--- src/rtl/serial_adder_if.sv ---
// Handshake and data bundle for serial_adder.
//   start/sub/a/b/cin : request side, driven by the master
//   busy/done         : status, driven by the adder
//   sum/cout/ovf      : result, held until the next completion
interface serial_adder_if #(
  parameter int unsigned WIDTH = 8
) ();
  logic             start;
  logic             sub;
  logic [WIDTH-1:0] a;
  logic [WIDTH-1:0] b;
  logic             cin;
  logic             busy;
  logic             done;
  logic [WIDTH-1:0] sum;
  logic             cout;
  logic             ovf;

  modport master (
    output start, sub, a, b, cin,
    input  busy, done, sum, cout, ovf
  );

  modport slave (
    input  start, sub, a, b, cin,
    output busy, done, sum, cout, ovf
  );
endinterface

--- src/rtl/serial_adder.sv ---
// Bit-serial adder/subtractor: one full-adder cell plus a carry flop, operands
// consumed LSB-first over WIDTH cycles.
//   clk  : system clock, rising edge
//   rst  : synchronous, active-high reset
//   bus  : serial_adder_if slave port (start/sub/a/b/cin in; busy/done/sum/cout/ovf out)
// Subtraction is a + ~b + 1, so cout=1 means "no borrow".
module serial_adder #(
  parameter int unsigned WIDTH = 8
) (
  input logic           clk,
  input logic           rst,
  serial_adder_if.slave bus
);

  localparam int unsigned CntW = (WIDTH > 1) ? $clog2(WIDTH) : 1;

  typedef enum logic [1:0] {StIdle, StRun, StDone} state_e;

  state_e            state_q, state_d;
  logic [WIDTH-1:0]  areg_q, areg_d;
  logic [WIDTH-1:0]  breg_q, breg_d;
  logic [WIDTH-1:0]  res_q, res_d;
  logic [WIDTH-1:0]  sum_q, sum_d;
  logic [CntW-1:0]   cnt_q, cnt_d;
  logic              carry_q, carry_d;
  logic              cout_q, cout_d;
  logic              ovf_q, ovf_d;

  logic              bit_s;
  logic              carry_nxt;
  logic              accept;
  logic              last_bit;

  // Shared full-adder cell working on the current LSBs.
  assign bit_s     = areg_q[0] ^ breg_q[0] ^ carry_q;
  assign carry_nxt = (areg_q[0] & breg_q[0]) | (areg_q[0] & carry_q) | (breg_q[0] & carry_q);
  assign accept    = bus.start && ((state_q == StIdle) || (state_q == StDone));
  assign last_bit  = (cnt_q == CntW'(WIDTH - 1));

  always_comb begin
    state_d = state_q;
    areg_d  = areg_q;
    breg_d  = breg_q;
    res_d   = res_q;
    sum_d   = sum_q;
    cnt_d   = cnt_q;
    carry_d = carry_q;
    cout_d  = cout_q;
    ovf_d   = ovf_q;

    unique case (state_q)
      StIdle: state_d = StIdle;
      StRun: begin
        areg_d  = areg_q >> 1;
        breg_d  = breg_q >> 1;
        carry_d = carry_nxt;
        res_d   = {bit_s, res_q[WIDTH-1:1]};
        cnt_d   = cnt_q + CntW'(1);
        if (last_bit) begin
          // carry_q here is the carry into the MSB.
          sum_d   = {bit_s, res_q[WIDTH-1:1]};
          cout_d  = carry_nxt;
          ovf_d   = carry_q ^ carry_nxt;
          state_d = StDone;
        end
      end
      StDone: state_d = StIdle;
      default: state_d = StIdle;
    endcase

    // Only possible in StIdle/StDone, so it never disturbs a running operation.
    if (accept) begin
      areg_d  = bus.a;
      breg_d  = bus.sub ? ~bus.b : bus.b;
      carry_d = bus.sub ? 1'b1 : bus.cin;
      cnt_d   = '0;
      state_d = StRun;
    end
  end

  always_ff @(posedge clk) begin
    if (rst) begin
      state_q <= StIdle;
      areg_q  <= '0;
      breg_q  <= '0;
      res_q   <= '0;
      sum_q   <= '0;
      cnt_q   <= '0;
      carry_q <= 1'b0;
      cout_q  <= 1'b0;
      ovf_q   <= 1'b0;
    end else begin
      state_q <= state_d;
      areg_q  <= areg_d;
      breg_q  <= breg_d;
      res_q   <= res_d;
      sum_q   <= sum_d;
      cnt_q   <= cnt_d;
      carry_q <= carry_d;
      cout_q  <= cout_d;
      ovf_q   <= ovf_d;
    end
  end

  // StDone lasts exactly one cycle, so done is a single-cycle pulse.
  assign bus.busy = (state_q == StRun);
  assign bus.done = (state_q == StDone);
  assign bus.sum  = sum_q;
  assign bus.cout = cout_q;
  assign bus.ovf  = ovf_q;

endmodule

--- src/flat_wrapper.sv ---
// flat-port wrapper written by rule: the top's interface ports become plain ports
module serial_adder_flat 
#(
  parameter int unsigned WIDTH = 8
)
  (clk, rst, bus_start, bus_sub, bus_a, bus_b, bus_cin, bus_busy, bus_done, bus_sum, bus_cout, bus_ovf);
  serial_adder_if #(.WIDTH(WIDTH)) bus_i ();
  input logic clk;
  input logic rst;
  input wire logic [$bits(bus_i.start)-1:0] bus_start;
  input wire logic [$bits(bus_i.sub)-1:0] bus_sub;
  input wire logic [$bits(bus_i.a)-1:0] bus_a;
  input wire logic [$bits(bus_i.b)-1:0] bus_b;
  input wire logic [$bits(bus_i.cin)-1:0] bus_cin;
  output wire logic [$bits(bus_i.busy)-1:0] bus_busy;
  output wire logic [$bits(bus_i.done)-1:0] bus_done;
  output wire logic [$bits(bus_i.sum)-1:0] bus_sum;
  output wire logic [$bits(bus_i.cout)-1:0] bus_cout;
  output wire logic [$bits(bus_i.ovf)-1:0] bus_ovf;
  assign bus_i.start = bus_start;
  assign bus_i.sub = bus_sub;
  assign bus_i.a = bus_a;
  assign bus_i.b = bus_b;
  assign bus_i.cin = bus_cin;
  assign bus_busy = bus_i.busy;
  assign bus_done = bus_i.done;
  assign bus_sum = bus_i.sum;
  assign bus_cout = bus_i.cout;
  assign bus_ovf = bus_i.ovf;
  serial_adder #(.WIDTH(WIDTH)) u_core (.clk(clk), .rst(rst), .bus(bus_i));
endmodule
--- config.mk ---
export PLATFORM = sky130hd
export DESIGN_NAME = serial_adder_flat
export DESIGN_NICKNAME = d
export VERILOG_FILES = /design/src/rtl/serial_adder_if.sv /design/src/rtl/serial_adder.sv /design/src/flat_wrapper.sv
export SDC_FILE = /design/constraint.sdc
export NUM_CORES = 1
export LEC_CHECK = 0
export CAP_MARGIN = 20
export CORE_MARGIN = 4
export CORE_UTILIZATION = 54
export DETAILED_ROUTE_END_ITERATION = 6
export PLACE_DENSITY = 0.82
export RECOVER_POWER = 25
export SLEW_MARGIN = 20
export SYNTH_ARGS = -nofsm -noshare
export SYNTH_HDL_FRONTEND = slang
export SYNTH_SLANG_ARGS = --single-unit
--- constraint.sdc ---
create_clock -name clk -period 1.95 [get_ports clk]
set_input_delay 0.2925 -clock clk [delete_from_list [all_inputs] [get_ports clk]]
set_output_delay 0.2925 -clock clk [all_outputs]
set_load 0.05 [all_outputs]
Word level (Yosys, flattened, before mapping)
Index checks and enable logic that the tools add are counted.
Widths: inputs -> output; s select.
{"block": "totals", "regBits": 40, "inputBits": 21, "out_inout_bits": 12, "word_cells": 43}
{"block": "op_classes", "add_sub_neg": 1, "n_eq_ne": 4, "n_mux": 11, "bitwise": 10, "reduce_logical": 7}
{"cell": "$mux 8", "count": 5}
{"cell": "$not 8->8", "count": 1}
{"cell": "$mux 1", "count": 6}
{"cell": "$add 3x1->3 const B", "count": 1}
{"cell": "$and 1x1->1", "count": 3}
{"cell": "$eq 3x3->1 const B", "count": 1}
{"cell": "$ne 3x1->1 const B", "count": 1}
{"cell": "$reduce_or 3->1", "count": 1}
{"cell": "$xor 1x1->1", "count": 3}
{"cell": "$eq 2x1->1 const B", "count": 1}
{"cell": "$eq 2x2->1 const B", "count": 1}
{"cell": "$logic_not 2->1", "count": 1}
{"cell": "$or 1x1->1", "count": 2}
{"cell": "$reduce_and 2->1", "count": 1}
{"cell": "$reduce_bool 2->1", "count": 1}
{"cell": "$reduce_or 2->1", "count": 1}
{"cell": "$logic_and 1x1->1", "count": 1}
{"cell": "$logic_or 1x1->1", "count": 1}
{"cell": "$not 1->1", "count": 1}

Depth between registers and ports, before layout
{"block": "depth", "word_depth": 5, "ltp_mapped": 6, "mapped_depth_nobuf": 5}

Least setup slack after synthesis
Ideal clock, no wire load.
{"block": "synth_timing", "kind": "register to output", "from": "register u_core.state_q[1]", "to": "output port bus_done", "t_arrival_ns": 1.037, "t_required_ns": 1.657, "slack_ns": 0.621, "stages_incl_launch_ff": 2, "n_path_buf": 0, "cell_sequence": "dfxtp_1 -> nor2b_1"}
{"block": "synth_between", "elab_chain_len": 1}
{"element": "from (decl)", "line_no": "serial_adder.sv:19", "text": "state_e state_q, state_d;"}
{"element": "from (signal assigned)", "line_no": "serial_adder.sv:83", "text": "state_q <= StIdle;"}
{"element": "from (signal assigned)", "line_no": "serial_adder.sv:93", "text": "state_q <= state_d;"}
{"element": "$eq 2x2->1", "line_no": "serial_adder.sv:107", "text": "assign bus.done = (state_q == StDone);"}
{"element": "to (decl)", "line_no": "flat_wrapper.sv:16", "text": "output wire logic [$bits(bus_i.done)-1:0] bus_done;"}
Every way passes these cells.

Worst setup path after layout
{"block": "layout_timing", "from": "register u_core.sum_q[1] (netlist: u_core.bus.sum[1])", "to": "output port bus_sum[1]"}
{"element": "from (decl)", "line_no": "serial_adder.sv:23", "text": "logic [WIDTH-1:0] sum_q, sum_d;"}
{"element": "from (signal assigned)", "line_no": "serial_adder.sv:97", "text": "sum_q <= sum_d;"}
{"element": "to (decl)", "line_no": "flat_wrapper.sv:17", "text": "output wire logic [$bits(bus_i.sum)-1:0] bus_sum;"}
No word-level cell between the ends.

==> results_dict.tcl <==
set metrics [dict create \
    outcome "finished clean" \
    synth_top_area_share 0.477 \
    drive_gt1_frac 0.0783 \
    finalHoldViolCount 0 \
    r2r-start "u_core.state_q[1]" \
    skew_ns 0.0129 \
    slew_viol_final 0 \
    ys_ff_latch 39 \
    grt_pass1_wl_mm 5.86 \
    area_delta_synth_final_pct 23.3 \
    cts_root_buf "clkbuf_4" \
    die_x_um 63.0 \
    peakVddDrop_uv 552 \
    timing.fmax_ghz 0.542 \
    globalRouteOverflowTotal 0 \
    tns_ns 0 \
    drt-total-wl_mm 3.52 \
    crit_start "u_core.bus.sum[1]" \
    vias 1401 \
    netlist_area_um2 1640 \
    cp-start-kind "flip-flop" \
    synth_area_leaders "dfxtp_1 (48%), nand2_1 (9.9%), a21oi_1 (7.0%)" \
    n_antenna_cell 0 \
    rsz0062_at_grt "no" \
    placed_area_um2 1930 \
    yosysWarnings 0 \
    h-tree-depth 2 \
    numPortBuffers 32 \
    r2r_slack_ns 0.42 \
    worstSetupPathDepth 1 \
    die-area_um2 3970 \
    start_util 0.578 \
    fin_area_um2 2020 \
    cts_tree "yes" \
    antenna_found_initial 0 \
    cp_slowest_stage_delay_ns 0.82 \
    crit_path_end_kind "output pin" \
    io-pin-count 33 \
    hold-worst-slack_ns 0.463 \
    grt_pass1_vias 1369 \
    p_leak_uw 0.000734 \
    synth_top_area_cell "dfxtp_1" \
    vias_per_cell 5.65 \
    routedWlPerCell_um 14.2 \
    hpwl_mm 2.45 \
    numCtsBuffers 5 \
    core_area_um2 2830 \
    syn_area_per_cell_um2 8.70 \
    fillers 221 \
    reg2reg_depth 4 \
    hold_start "u_core.res_q[4]" \
    gp_congestion 0.787 \
    syn-num-nets 212 \
    power_uw 1650 \
    drtIter0Drc 81 \
    arrival_ns 1.55 \
    max-cap-violations 0 \
    min_period_over_period 0.947 \
    placementRows 19 \
    firstDrtPassIters 4 \
    cellPowerDensity_nw_per_um2 820 \
    fin_util 0.713 \
    path_class "flip-flop to output pin" \
    cts.path.max_buffers 2 \
    path_cells "clkdlybuf4s50_1" \
    path_buf_inv 1 \
    cp.required_ns 1.66 \
    cp_slowest_cell "clkdlybuf4s50_1" \
    worst_pin_slew_ns 0.512 \
    grt_usage 0.188 \
    crit_family "buffers and inverters" \
    clock_sinks 39 \
    yosysSeqAreaShare 0.477 \
    clock_latency_ns 0.37 \
    drc 0 \
    post_cts_buffers 0 \
    postRouteAntennaNets 0 \
    syn_inst 188 \
    hold_path.class "flip-flop to flip-flop" \
    synthDistinctLibCells 29 \
    cp_max_fo 2 \
    finalCriticalPeriod_ns 1.85 \
    grt_max_degree 40 \
    clkTransAtPathRegs_ns 0.12 \
    slew_headroom 0.658 \
    setup_violations 0 \
    fp.dieH_um 63.0 \
    worstHoldPathCells 2 \
    nets 240 \
]
-- cells in the mapped netlist (all sizes together) --
cell	number
o22ai	5
nor2	7
nand3	8
a21oi	23
nand2	43
and3b	1
nor3	13
inv	1
buf	12
fa	1
clkbuf	3
mux2i	2
nand3b	1
a211oi	1
nand2b	2
a22oi	5
o21ai	1
nor2b	2
ha	2
a31oi	1
o21a	1
xor2	8
dfxtp	39
xnor2	2
a311oi	4
-- registers in the layout, indices dropped and copies added, names as in the netlist --
register         count
u_core.bus.ovf       1
u_core.cnt_q         3
u_core.carry_q       1
u_core.breg_q        8
u_core.res_q         7
u_core.bus.sum       8
u_core.areg_q        8
u_core.bus.cout      1
u_core.state_q       2
-- cell usage in the layout (no fill, tap or decap) --
| master | count |
|---|---|
| a211oi_1 | 1 |
| a21oi_1 | 23 |
| a22oi_1 | 5 |
| a311oi_1 | 4 |
| a31oi_1 | 1 |
| and3b_1 | 1 |
| buf_12 | 1 |
| buf_4 | 3 |
| bufinv_16 | 1 |
| clkbuf_2 | 1 |
| clkbuf_4 | 5 |
| clkbuf_8 | 1 |
| clkdlybuf4s50_1 | 30 |
| clkinv_2 | 1 |
| dfxtp_1 | 39 |
| dlygate4sd2_1 | 1 |
| fa_1 | 1 |
| ha_1 | 2 |
| inv_6 | 1 |
| mux2i_1 | 2 |
| nand2_1 | 43 |
| nand2b_1 | 1 |
| nand2b_2 | 1 |
| nand3_1 | 8 |
| nand3b_1 | 1 |
| nor2_1 | 7 |
| nor2b_1 | 2 |
| nor3_1 | 11 |
| nor3_2 | 2 |
| o21a_1 | 1 |
| o21ai_0 | 1 |
| o22ai_1 | 5 |
| xnor2_1 | 2 |
| xor2_1 | 8 |
-- stage by stage --
step,setup slack [ns],cells
after global placement,0.402,240
after global routing,0.0749,248
after CTS,0.0327,248
after floorplan,0.621,188
final,0.104,248
after detailed placement,0.284,240
-- power breakdown --
part	internal [uW]	switching, uW	total, uW
combinational	103	119	222
sequential	834	24.6	859
clock	303	269	572
-- worst paths after layout --
path / end
max: bus_sum[1]
min: u_core.res_q[3]
max reg2reg: u_core.breg_q[3]
min reg2reg: u_core.res_q[3]
-- metal layers --
layer | wire (um) | share of wire | global-route usage
met1 | 1410 | 0.40 | 0.196
met2 | 1800 | 0.51 | 0.336
met3 | 225 | 0.064 | 0.0378
met4 | 88 | 0.025 | 0.124
met5 | 0 | 0 | 0
-- logic make-up (layout without fill, tap and decap cells) --
| family | after synthesis | in the layout | synth area share |
|---|---|---|---|
| DFF | 39 | 39 | 0.477 |
| xor gates and xnor gates | 10 | 10 | 0.0536 |
| muxes | 2 | 2 | 0.0122 |
| AOI/OAI and AO/OA | 41 | 41 | 0.150 |
| adders and majority gates | 3 | 3 | 0.0275 |
| and+or+nand+nor | 77 | 77 | 0.210 |
| buffers and inverters | 16 | 45 | 0.0689 |
-- area by class of cell --
cell class	instances	area, um2	area share
clock inverter	2	35.0	0.0174
timing repair buffer	36	357	0.177
clock buffer	6	51.3	0.0255
sequential	39	781	0.387
tap	31	38.8	0.0192
multi-input combinational	133	744	0.369
inverter	1	8.76	0.00435
-- what timing repair did --
item                                    4_1_cts  5_1_grt
cloned                                        0        0
endpoints found under the setup margin        1        1
resized for setup                             1        1
pin swaps                                     0        0
hold buffers                                  0        0
Power figures use the tool's default switching activity.
